### src/rtl/timer_pkg.sv
// Shared definitions for the timer subsystem: status encodings, field widths
// and the seconds saturation helper used by both countdown and stopwatch.
package timer_pkg;

  localparam int unsigned MIN_W   = 8;
  localparam int unsigned SEC_W   = 6;
  localparam int unsigned SEC_MAX = 59;

  typedef enum logic [1:0] {
    ST_IDLE    = 2'b00,
    ST_RUNNING = 2'b01,
    ST_PAUSED  = 2'b10,
    ST_EXPIRED = 2'b11
  } status_e;

  function automatic logic [SEC_W-1:0] sat_sec(input logic [SEC_W-1:0] s);
    return (s > SEC_W'(SEC_MAX)) ? SEC_W'(SEC_MAX) : s;
  endfunction

endpackage

### src/rtl/countdown_timer_if.sv
// Control/status bundle between a timer and its controller/display path.
interface countdown_timer_if;
  import timer_pkg::*;

  logic             start;
  logic             stop;
  logic             reset;
  logic             load;
  logic [MIN_W-1:0] load_min;
  logic [SEC_W-1:0] load_sec;
  logic [MIN_W-1:0] minutes;
  logic [SEC_W-1:0] seconds;
  logic [1:0]       status;
  logic             done;

  modport master (
    output start, stop, reset, load, load_min, load_sec,
    input  minutes, seconds, status, done
  );

  modport slave (
    input  start, stop, reset, load, load_min, load_sec,
    output minutes, seconds, status, done
  );
endinterface

### src/rtl/countdown_timer_tick_prescaler.sv
// Divides clk down to a one-cycle tick every TICKS_PER_SEC enabled cycles;
// holds its count while disabled, clr has priority over en.
module tick_prescaler #(
    parameter int unsigned TICKS_PER_SEC = 1
) (
    input  logic clk,
    input  logic rst_n,
    input  logic en,
    input  logic clr,
    output logic tick
);

    localparam int unsigned CNT_W = (TICKS_PER_SEC > 1) ? $clog2(TICKS_PER_SEC) : 1;
    localparam logic [CNT_W-1:0] CNT_MAX = CNT_W'(TICKS_PER_SEC - 1);

    logic [CNT_W-1:0] cnt;

    always_ff @(posedge clk or negedge rst_n) begin
        if (!rst_n) begin
            cnt <= '0;
        end else if (clr) begin
            cnt <= '0;
        end else if (en) begin
            cnt <= (cnt == CNT_MAX) ? '0 : cnt + 1'b1;
        end
    end

    assign tick = en && (cnt == CNT_MAX);

endmodule

### src/rtl/countdown_timer.sv
// Preset minutes:seconds countdown with start/stop/reset/load pulses,
// 2-bit status and a single-cycle done pulse on expiry.
module countdown_timer
    import timer_pkg::*;
#(
    parameter int unsigned TICKS_PER_SEC = 1
) (
    input  logic               clk,
    input  logic               rst_n,
    countdown_timer_if.slave   bus
);

    status_e          state;
    logic [MIN_W-1:0] min_q, preset_min;
    logic [SEC_W-1:0] sec_q, preset_sec;
    logic             done_q;
    logic             tick;
    logic             presc_en, presc_clr;
    logic             load_take;

    // Prescaler idles at zero outside RUNNING/PAUSED, so a start from IDLE begins a fresh second.
    assign presc_en  = (state == ST_RUNNING);
    assign presc_clr = bus.reset || (state == ST_IDLE) || (state == ST_EXPIRED);
    assign load_take = bus.load && (state != ST_RUNNING);

    tick_prescaler #(.TICKS_PER_SEC(TICKS_PER_SEC)) u_presc (
        .clk   (clk),
        .rst_n (rst_n),
        .en    (presc_en),
        .clr   (presc_clr),
        .tick  (tick)
    );

    always_ff @(posedge clk or negedge rst_n) begin
        if (!rst_n) begin
            state      <= ST_IDLE;
            min_q      <= '0;
            sec_q      <= '0;
            preset_min <= '0;
            preset_sec <= '0;
            done_q     <= 1'b0;
        end else begin
            done_q <= 1'b0;
            if (bus.reset) begin
                state <= ST_IDLE;
                min_q <= preset_min;
                sec_q <= preset_sec;
            end else if (load_take) begin
                preset_min <= bus.load_min;
                preset_sec <= sat_sec(bus.load_sec);
                min_q      <= bus.load_min;
                sec_q      <= sat_sec(bus.load_sec);
                if (state != ST_PAUSED) state <= ST_IDLE;
            end else begin
                case (state)
                    ST_IDLE: begin
                        if (bus.start && (min_q != '0 || sec_q != '0)) state <= ST_RUNNING;
                    end
                    ST_RUNNING: begin
                        if (bus.stop) begin
                            state <= ST_PAUSED;
                        end else if (tick) begin
                            // Also catches a run resumed at 00:00 after a paused load of zero.
                            if (min_q == '0 && sec_q <= SEC_W'(1)) begin
                                sec_q  <= '0;
                                state  <= ST_EXPIRED;
                                done_q <= 1'b1;
                            end else if (sec_q != '0) begin
                                sec_q <= sec_q - 1'b1;
                            end else begin
                                min_q <= min_q - 1'b1;
                                sec_q <= SEC_W'(SEC_MAX);
                            end
                        end
                    end
                    ST_PAUSED: begin
                        if (bus.start && !bus.stop) state <= ST_RUNNING;
                    end
                    default: ;
                endcase
            end
        end
    end

    assign bus.minutes = min_q;
    assign bus.seconds = sec_q;
    assign bus.status  = state;
    assign bus.done    = done_q;

endmodule

### src/flat_wrapper.sv
// flat-port wrapper written by rule: the top's interface ports become plain ports
module countdown_timer_flat import timer_pkg::*;
#(
    parameter int unsigned TICKS_PER_SEC = 1
)
  (clk, rst_n, bus_start, bus_stop, bus_reset, bus_load, bus_load_min, bus_load_sec, bus_minutes, bus_seconds, bus_status, bus_done);
  countdown_timer_if bus_i ();
  input  logic clk;
  input  logic rst_n;
  input wire logic [$bits(bus_i.start)-1:0] bus_start;
  input wire logic [$bits(bus_i.stop)-1:0] bus_stop;
  input wire logic [$bits(bus_i.reset)-1:0] bus_reset;
  input wire logic [$bits(bus_i.load)-1:0] bus_load;
  input wire logic [$bits(bus_i.load_min)-1:0] bus_load_min;
  input wire logic [$bits(bus_i.load_sec)-1:0] bus_load_sec;
  output wire logic [$bits(bus_i.minutes)-1:0] bus_minutes;
  output wire logic [$bits(bus_i.seconds)-1:0] bus_seconds;
  output wire logic [$bits(bus_i.status)-1:0] bus_status;
  output wire logic [$bits(bus_i.done)-1:0] bus_done;
  assign bus_i.start = bus_start;
  assign bus_i.stop = bus_stop;
  assign bus_i.reset = bus_reset;
  assign bus_i.load = bus_load;
  assign bus_i.load_min = bus_load_min;
  assign bus_i.load_sec = bus_load_sec;
  assign bus_minutes = bus_i.minutes;
  assign bus_seconds = bus_i.seconds;
  assign bus_status = bus_i.status;
  assign bus_done = bus_i.done;
  countdown_timer #(.TICKS_PER_SEC(TICKS_PER_SEC)) u_core (.clk(clk), .rst_n(rst_n), .bus(bus_i));
endmodule
### config.mk
export PLATFORM = sky130hd
export DESIGN_NAME = countdown_timer_flat
export DESIGN_NICKNAME = d
export VERILOG_FILES = /design/src/rtl/timer_pkg.sv /design/src/rtl/countdown_timer_if.sv /design/src/rtl/countdown_timer_tick_prescaler.sv /design/src/rtl/countdown_timer.sv /design/src/flat_wrapper.sv
export SDC_FILE = /design/constraint.sdc
export NUM_CORES = 1
export LEC_CHECK = 0
export CAP_MARGIN = 25
export CORE_MARGIN = 10
export CORE_UTILIZATION = 45
export CTS_CLUSTER_SIZE = 30
export DETAILED_ROUTE_END_ITERATION = 6
export GPL_ROUTABILITY_DRIVEN = 1
export PLACE_DENSITY = 0.71
export SLEW_MARGIN = 10
export SYNTH_ARGS = -nofsm -noshare
export SYNTH_HDL_FRONTEND = slang
export SYNTH_HIERARCHICAL = 1
export SYNTH_SLANG_ARGS = --single-unit
### constraint.sdc
create_clock -name clk -period 3.4 [get_ports clk]
set_input_delay 0.51 -clock clk [delete_from_list [all_inputs] [get_ports clk]]
set_output_delay 0.51 -clock clk [all_outputs]
set_load 0.03 [all_outputs]
Yosys cells after proc, flatten, opt, wreduce, memory -nomap -nowiden
Cells that the tools add are included.
{ "word_totals": {"register_bits": 32, "in_bits": 20, "out_inout_bits": 17, "wordCells": 81} }
{ "classes": {"add_sub_neg": 3, "order_cmp": 2, "n_eq_ne": 13, "n_mux": 33, "bitwise": 2, "reduce_logical": 21} }
{ "ops": {"columns": ["cell", "count"], "rows": [
  ["8-bit two-way mux", 7],
  ["6-bit two-way mux", 8],
  ["2-bit two-way mux", 8],
  ["5-bit by 3-bit != test with 1-bit output (second input constant)", 2],
  ["1-bit two-way mux", 9],
  ["8-bit logical NOT", 1],
  ["8-bit nonzero test", 1],
  ["8-bit by 1-bit subtractor with 8-bit output (second input constant)", 1],
  ["6-bit greater-than comparator (second input constant)", 1],
  ["6-bit by 1-bit less-or-equal comparator with 1-bit output (second input constant)", 1],
  ["3-bit by 2-bit != test with 1-bit output (second input constant)", 2],
  ["2-bit case mux with 3 select lines", 1],
  ["6-bit AND reduction", 1],
  ["3-bit nonzero test", 2],
  ["6-bit nonzero test", 1],
  ["6-bit by 1-bit subtractor with 6-bit output (second input constant)", 1],
  ["1-bit logical AND", 5],
  ["5-bit AND reduction", 1],
  ["5-bit nonzero test", 1],
  ["2-bit == test (second input constant)", 2],
  ["4-bit by 2-bit != test with 1-bit output (second input constant)", 1],
  ["4-bit by 3-bit != test with 1-bit output (second input constant)", 1],
  ["1-bit logical OR", 3],
  ["3-bit by 1-bit != test with 1-bit output (second input constant)", 1],
  ["11 further kinds", 12]
]} }

Longest topological paths before layout
{ "logic_depth": {"depth_word": 8, "depth_mapped": 9, "ltp_nobuf": 7} }

Modules after synthesis
Netlist, hierarchy kept.
{ "modules_own_cells": {"columns": ["mod", "n_inst", "cells_per_inst", "area_each_um2", "seq_area_each_um2"], "rows": [
  ["countdown_timer", 1, 196, 1901.8, 775.7],
  ["tick_prescaler", 1, 1, 7.5, 0.0]
]} }

Worst setup path before layout
Ideal clock, no wire load.
{ "synth_path": {"path_kind": "register to register", "startpoint": "register u_core.state[1] (netlist: u_core/bus.status[1])", "endpoint": "register u_core.sec_q[2] (netlist: u_core/bus.seconds[2])", "setup_time_ps": 124, "arrival_time_ps": 1951, "required_time_ps": 3276, "path_slack_ps": 1325, "path_stages_with_launch": 10, "path_buffers": 2, "period_less_slack_ps": 2075, "path_cell_list": "dfrtp_1 > nand2b_1 > buf_4 > inv_2 > buf_4 > inv_1 > or3_1 > nand2_1 > o21ai_0 > a211o_1"} }
{ "synth_via": {"elab_chain_len": 4, "elab_cells_between_ends": 10, "cone_classes": "3 x eq/ne; 2 x mux; 5 x reduce/logical"} }
{ "synth_lines": {"columns": ["element", "line", "source"], "rows": [
  ["start: declaration", "countdown_timer.sv:13", "status_e state;"],
  ["start signal: assignment", "countdown_timer.sv:36", "state <= ST_IDLE;"],
  ["start signal: assignment", "countdown_timer.sv:45", "state <= ST_IDLE;"],
  ["start signal: assignment", "countdown_timer.sv:53", "if (state != ST_PAUSED) state <= ST_IDLE;"],
  ["2-bit by 1-bit == test with 1-bit output", "countdown_timer.sv:22", "assign presc_en = (state == ST_RUNNING);"],
  ["via u_core.presc_en", "countdown_timer.sv:18", "logic presc_en, presc_clr;"],
  ["1-bit logical AND", "countdown_timer_tick_prescaler.sv:28", "assign tick = en && (cnt == CNT_MAX);"],
  ["via u_core.tick", "countdown_timer.sv:17", "logic tick;"],
  ["3-bit nonzero test (no line)", null, null],
  ["3-bit AND reduction (no line)", null, null],
  ["end signal: assignment", "countdown_timer.sv:47", "sec_q <= preset_sec;"],
  ["end signal: assignment", "countdown_timer.sv:52", "sec_q <= sat_sec(bus.load_sec);"],
  ["end signal: assignment", "countdown_timer.sv:69", "sec_q <= sec_q - 1'b1;"],
  ["end: declaration", "countdown_timer.sv:15", "logic [SEC_W-1:0] sec_q, preset_sec;"]
]} }
The timed path passes the listed nets, and every way through them passes these cells.
A chain may end at the register's enable or synchronous reset.

Worst setup path in the final report
{ "layout_path": {"startpoint": "input port bus_reset", "endpoint": "register u_core.min_q[7] (netlist: u_core/bus.minutes[7])"} }
{ "layout_via": {"elab_chain_len": 2, "elab_cells_between_ends": 7, "cone_classes": "3 x eq/ne; 1 x mux; 3 x reduce/logical"} }
{ "layout_lines": {"columns": ["element", "line", "source"], "rows": [
  ["start: declaration", "flat_wrapper.sv:12", "input wire logic [$bits(bus_i.reset)-1:0] bus_reset;"],
  ["3-bit by 2-bit != test with 1-bit output (no line) (tied with other cells)", null, null],
  ["5-bit AND reduction (no line)", null, null],
  ["end signal: assignment", "countdown_timer.sv:46", "min_q <= preset_min;"],
  ["end signal: assignment", "countdown_timer.sv:51", "min_q <= bus.load_min;"],
  ["end signal: assignment", "countdown_timer.sv:71", "min_q <= min_q - 1'b1;"],
  ["end: declaration", "countdown_timer.sv:14", "logic [MIN_W-1:0] min_q, preset_min;"]
]} }
Several ways; a longest one is shown, not always the timed one.

==> out/metrics.yaml <==
run_status: "complete, no violations"
crit_path_max_fanout: 16
placedInstanceArea_um2: 2280
globalRouteOverflowTotal: 0
setup.worst_path.start_class: "primary input"
synth_area_um2: 1900
crit_path_end_kind: "register"
ant_nets: 0
post-place-ws_ns: 0.838
swShare_pct: 39.2
cellInternalPower_mw: 0.952
clock_tree_root_driver_cell: "sky130_fd_sc_hd__clkbuf_8"
io_pins: 37
flow.area_growth_from_synthesis_pct: 25.5
required_ns: 3.60
core_region_area_um2: 4030
final-hold-violation-count: 0
initial_utilization_pct: 47.0
cap_viol_max_count: 0
timing_max_transition_violations_final: 0
floorplan.die_area_um2: 7210
grt_max_degree: 32
drt_pass1_iterations: 5
fmax_mhz: 432
syn_inst: 195
post-route-drc-count: 0
postLayoutCellArea_um2: 2380
totalWireLength_um: 4840
tritoncts: "yes"
gp_congestion: 0.844
crit_arrival_ns: 2.51
ff2ff_path_depth: 7
detailed_place_hpwl_um: 3630
cts.path.max_buffers: 2
timing.setup.critical_path_class: "in2reg"
holdWs_ns: 0.502
grt_pass1_wl_um: 8290
clock_slew_at_reported_path_ffs_ns: 0.06
hold_buffers: 0
final_cell_mix: "sky130_fd_sc_hd__clkdlybuf4s50_1 (36), sky130_fd_sc_hd__dfrtp_1 (31), sky130_fd_sc_hd__nand2_1 (14), sky130_fd_sc_hd__inv_1 (13)"
finalWorstSetupSlack_ns: 1.09
post_drt_via_cell_ratio: 5.91
chipHeight_um: 84.9
count_of_cells_along_the_worst_hold_path: 1
final.setup_skew_ns: 0.00532
clock_latency_ns: 0.27
totalNegativeSetupSlack_ns: 0
port_buf_inserts: 36
global_route_total_usage_across_every_layer_pct: 13.7
routed_wire_length_per_instance_um: 17.2
numPlacedInstances: 274
netSwitchingPower_mw: 0.615
grt_setup_unrepaired: "no"
grt_pass1_vias: 1684
final_common_cell: "sky130_fd_sc_hd__clkdlybuf4s50_1"
fp.dieW_um: 84.9
postSynthNetCount: 220
synth-warning-count: 6
num-nets-final: 256
hold-path-endpoint: "u_core/preset_min[4]$_DFFE_PN0N_"
rrSetupSlack_ns: 1.20
layoutNonFillerInstCount: 282
portion_of_total_power_attributed_to_the_clock_network_pct: 20.0
drive_gt1_share_pct: 14.2
sequentialPowerShare_pct: 37.8
std_cell_rows: 23
combPwrFrac_pct: 42.1
worst_ir_drop_vdd_v: 0.000315
cts-buffers-inserted: 5
pwr_density_cell_nw_per_um2: 658
synthesis.area_per_instance_um2: 9.72
dr.first_iter.drc_count: 162
routed-via-count: 1667
clock-sinks: 31
slew-limit-headroom_pct: 56.7
max_slew.worst_pin.slew_ns: 0.649
source_of_the_worst_hold_timing_path: "u_core/preset_min[4]$_DFFE_PN0N_"
regToRegStartpoint: "u_core/bus.minutes[0]$_DFFE_PN0P_"
grt_antenna_before_repair: 0
leakage_power_nw: 0.960
diodes: 0
finalWorstPathRequiredPeriod_ns: 2.31
r2r_end: "u_core/bus.seconds[4]$_DFFE_PN0P_"
cts_resized: 0
min-delay-path-class: "reg2reg"
clock_tree.htree_level_count: 2
timing.final.setup_violations: 0
min_period_over_period_pct: 68.1
cts_setup_buffers: 0
power groups by stage:
stage / combinational (mW) / clock [mW] / sequential, mW
finish: 0.660 / 0.314 / 0.593
global route: 0.714 / 0.340 / 0.614
CTS: 0.662 / 0.323 / 0.592
detailed placement: 0.658 / 0 / 0.598
global placement: 0.651 / 0 / 0.600
floorplan: 0.320 / 0 / 0.692
cell type report:
| class | instances | area [um^2] |
|---|---|---|
| Clock buffer | 8 | 100 |
| Fill cell | 364 | 1650 |
| Inverter | 14 | 52.6 |
| Multi-Input combinational cell | 140 | 1010 |
| Sequential cell | 31 | 776 |
| Tap cell | 50 | 62.6 |
| Timing Repair Buffer | 39 | 383 |
metrics by stage:
step / total power, mW / util [%]
floorplan: 1.01 / -
global placement: 1.25 / 56.6
detailed placement: 1.26 / 56.6
CTS: 1.58 / 59.1
global route: 1.67 / 59.1
finish: 1.57 / 59.1
flip-flops by register name, summed over array words and instances (netlist names):
register and count:
u_core/bus.minutes 8, u_core/preset_sec 6, u_core/bus.seconds 6, u_core/bus.done 1, u_core/preset_min 8, u_core/bus.status 2
layer usage:
| layer | vias to the layer above | track usage [%] | wire length (um) |
|---|---|---|---|
| met2 | 41 | 21.1 | 2290 |
| met3 | 4 | 3.54 | 226 |
| met5 | - | 0 | 0 |
| met1 | 814 | 18.2 | 2290 |
| met4 | 0 | 4.04 | 39 |
| li1 | 808 | - | - |
worst max path at each step:
stage | startpoint | endpoint | slack [ns] | depth (start not counted)
floorplan | u_core/bus.status[1]$_DFFE_PN0P_ | u_core/bus.seconds[2]$_DFFE_PN0P_ | 1.34 | 9
global placement | bus_reset | u_core/bus.minutes[4]$_DFFE_PN0P_ | 0.86 | 6
detailed placement | bus_reset | u_core/bus.minutes[5]$_DFFE_PN0P_ | 0.84 | 6
CTS | bus_reset | u_core/bus.minutes[7]$_DFFE_PN0P_ | 1.09 | 6
global route | bus_reset | u_core/bus.minutes[7]$_DFFE_PN0P_ | 0.94 | 6
finish | bus_reset | u_core/bus.minutes[7]$_DFFE_PN0P_ | 1.09 | 6
worst max-delay path: stages:
cell	delay, ns
sky130_fd_sc_hd__clkdlybuf4s50_1	0.69
sky130_fd_sc_hd__nor3_4	0.49
sky130_fd_sc_hd__buf_4	0.31
sky130_fd_sc_hd__a22oi_1	0.13
sky130_fd_sc_hd__a22oi_1	0.20
sky130_fd_sc_hd__a2bb2oi_1	0.17
Power figures use the tool's default switching activity.
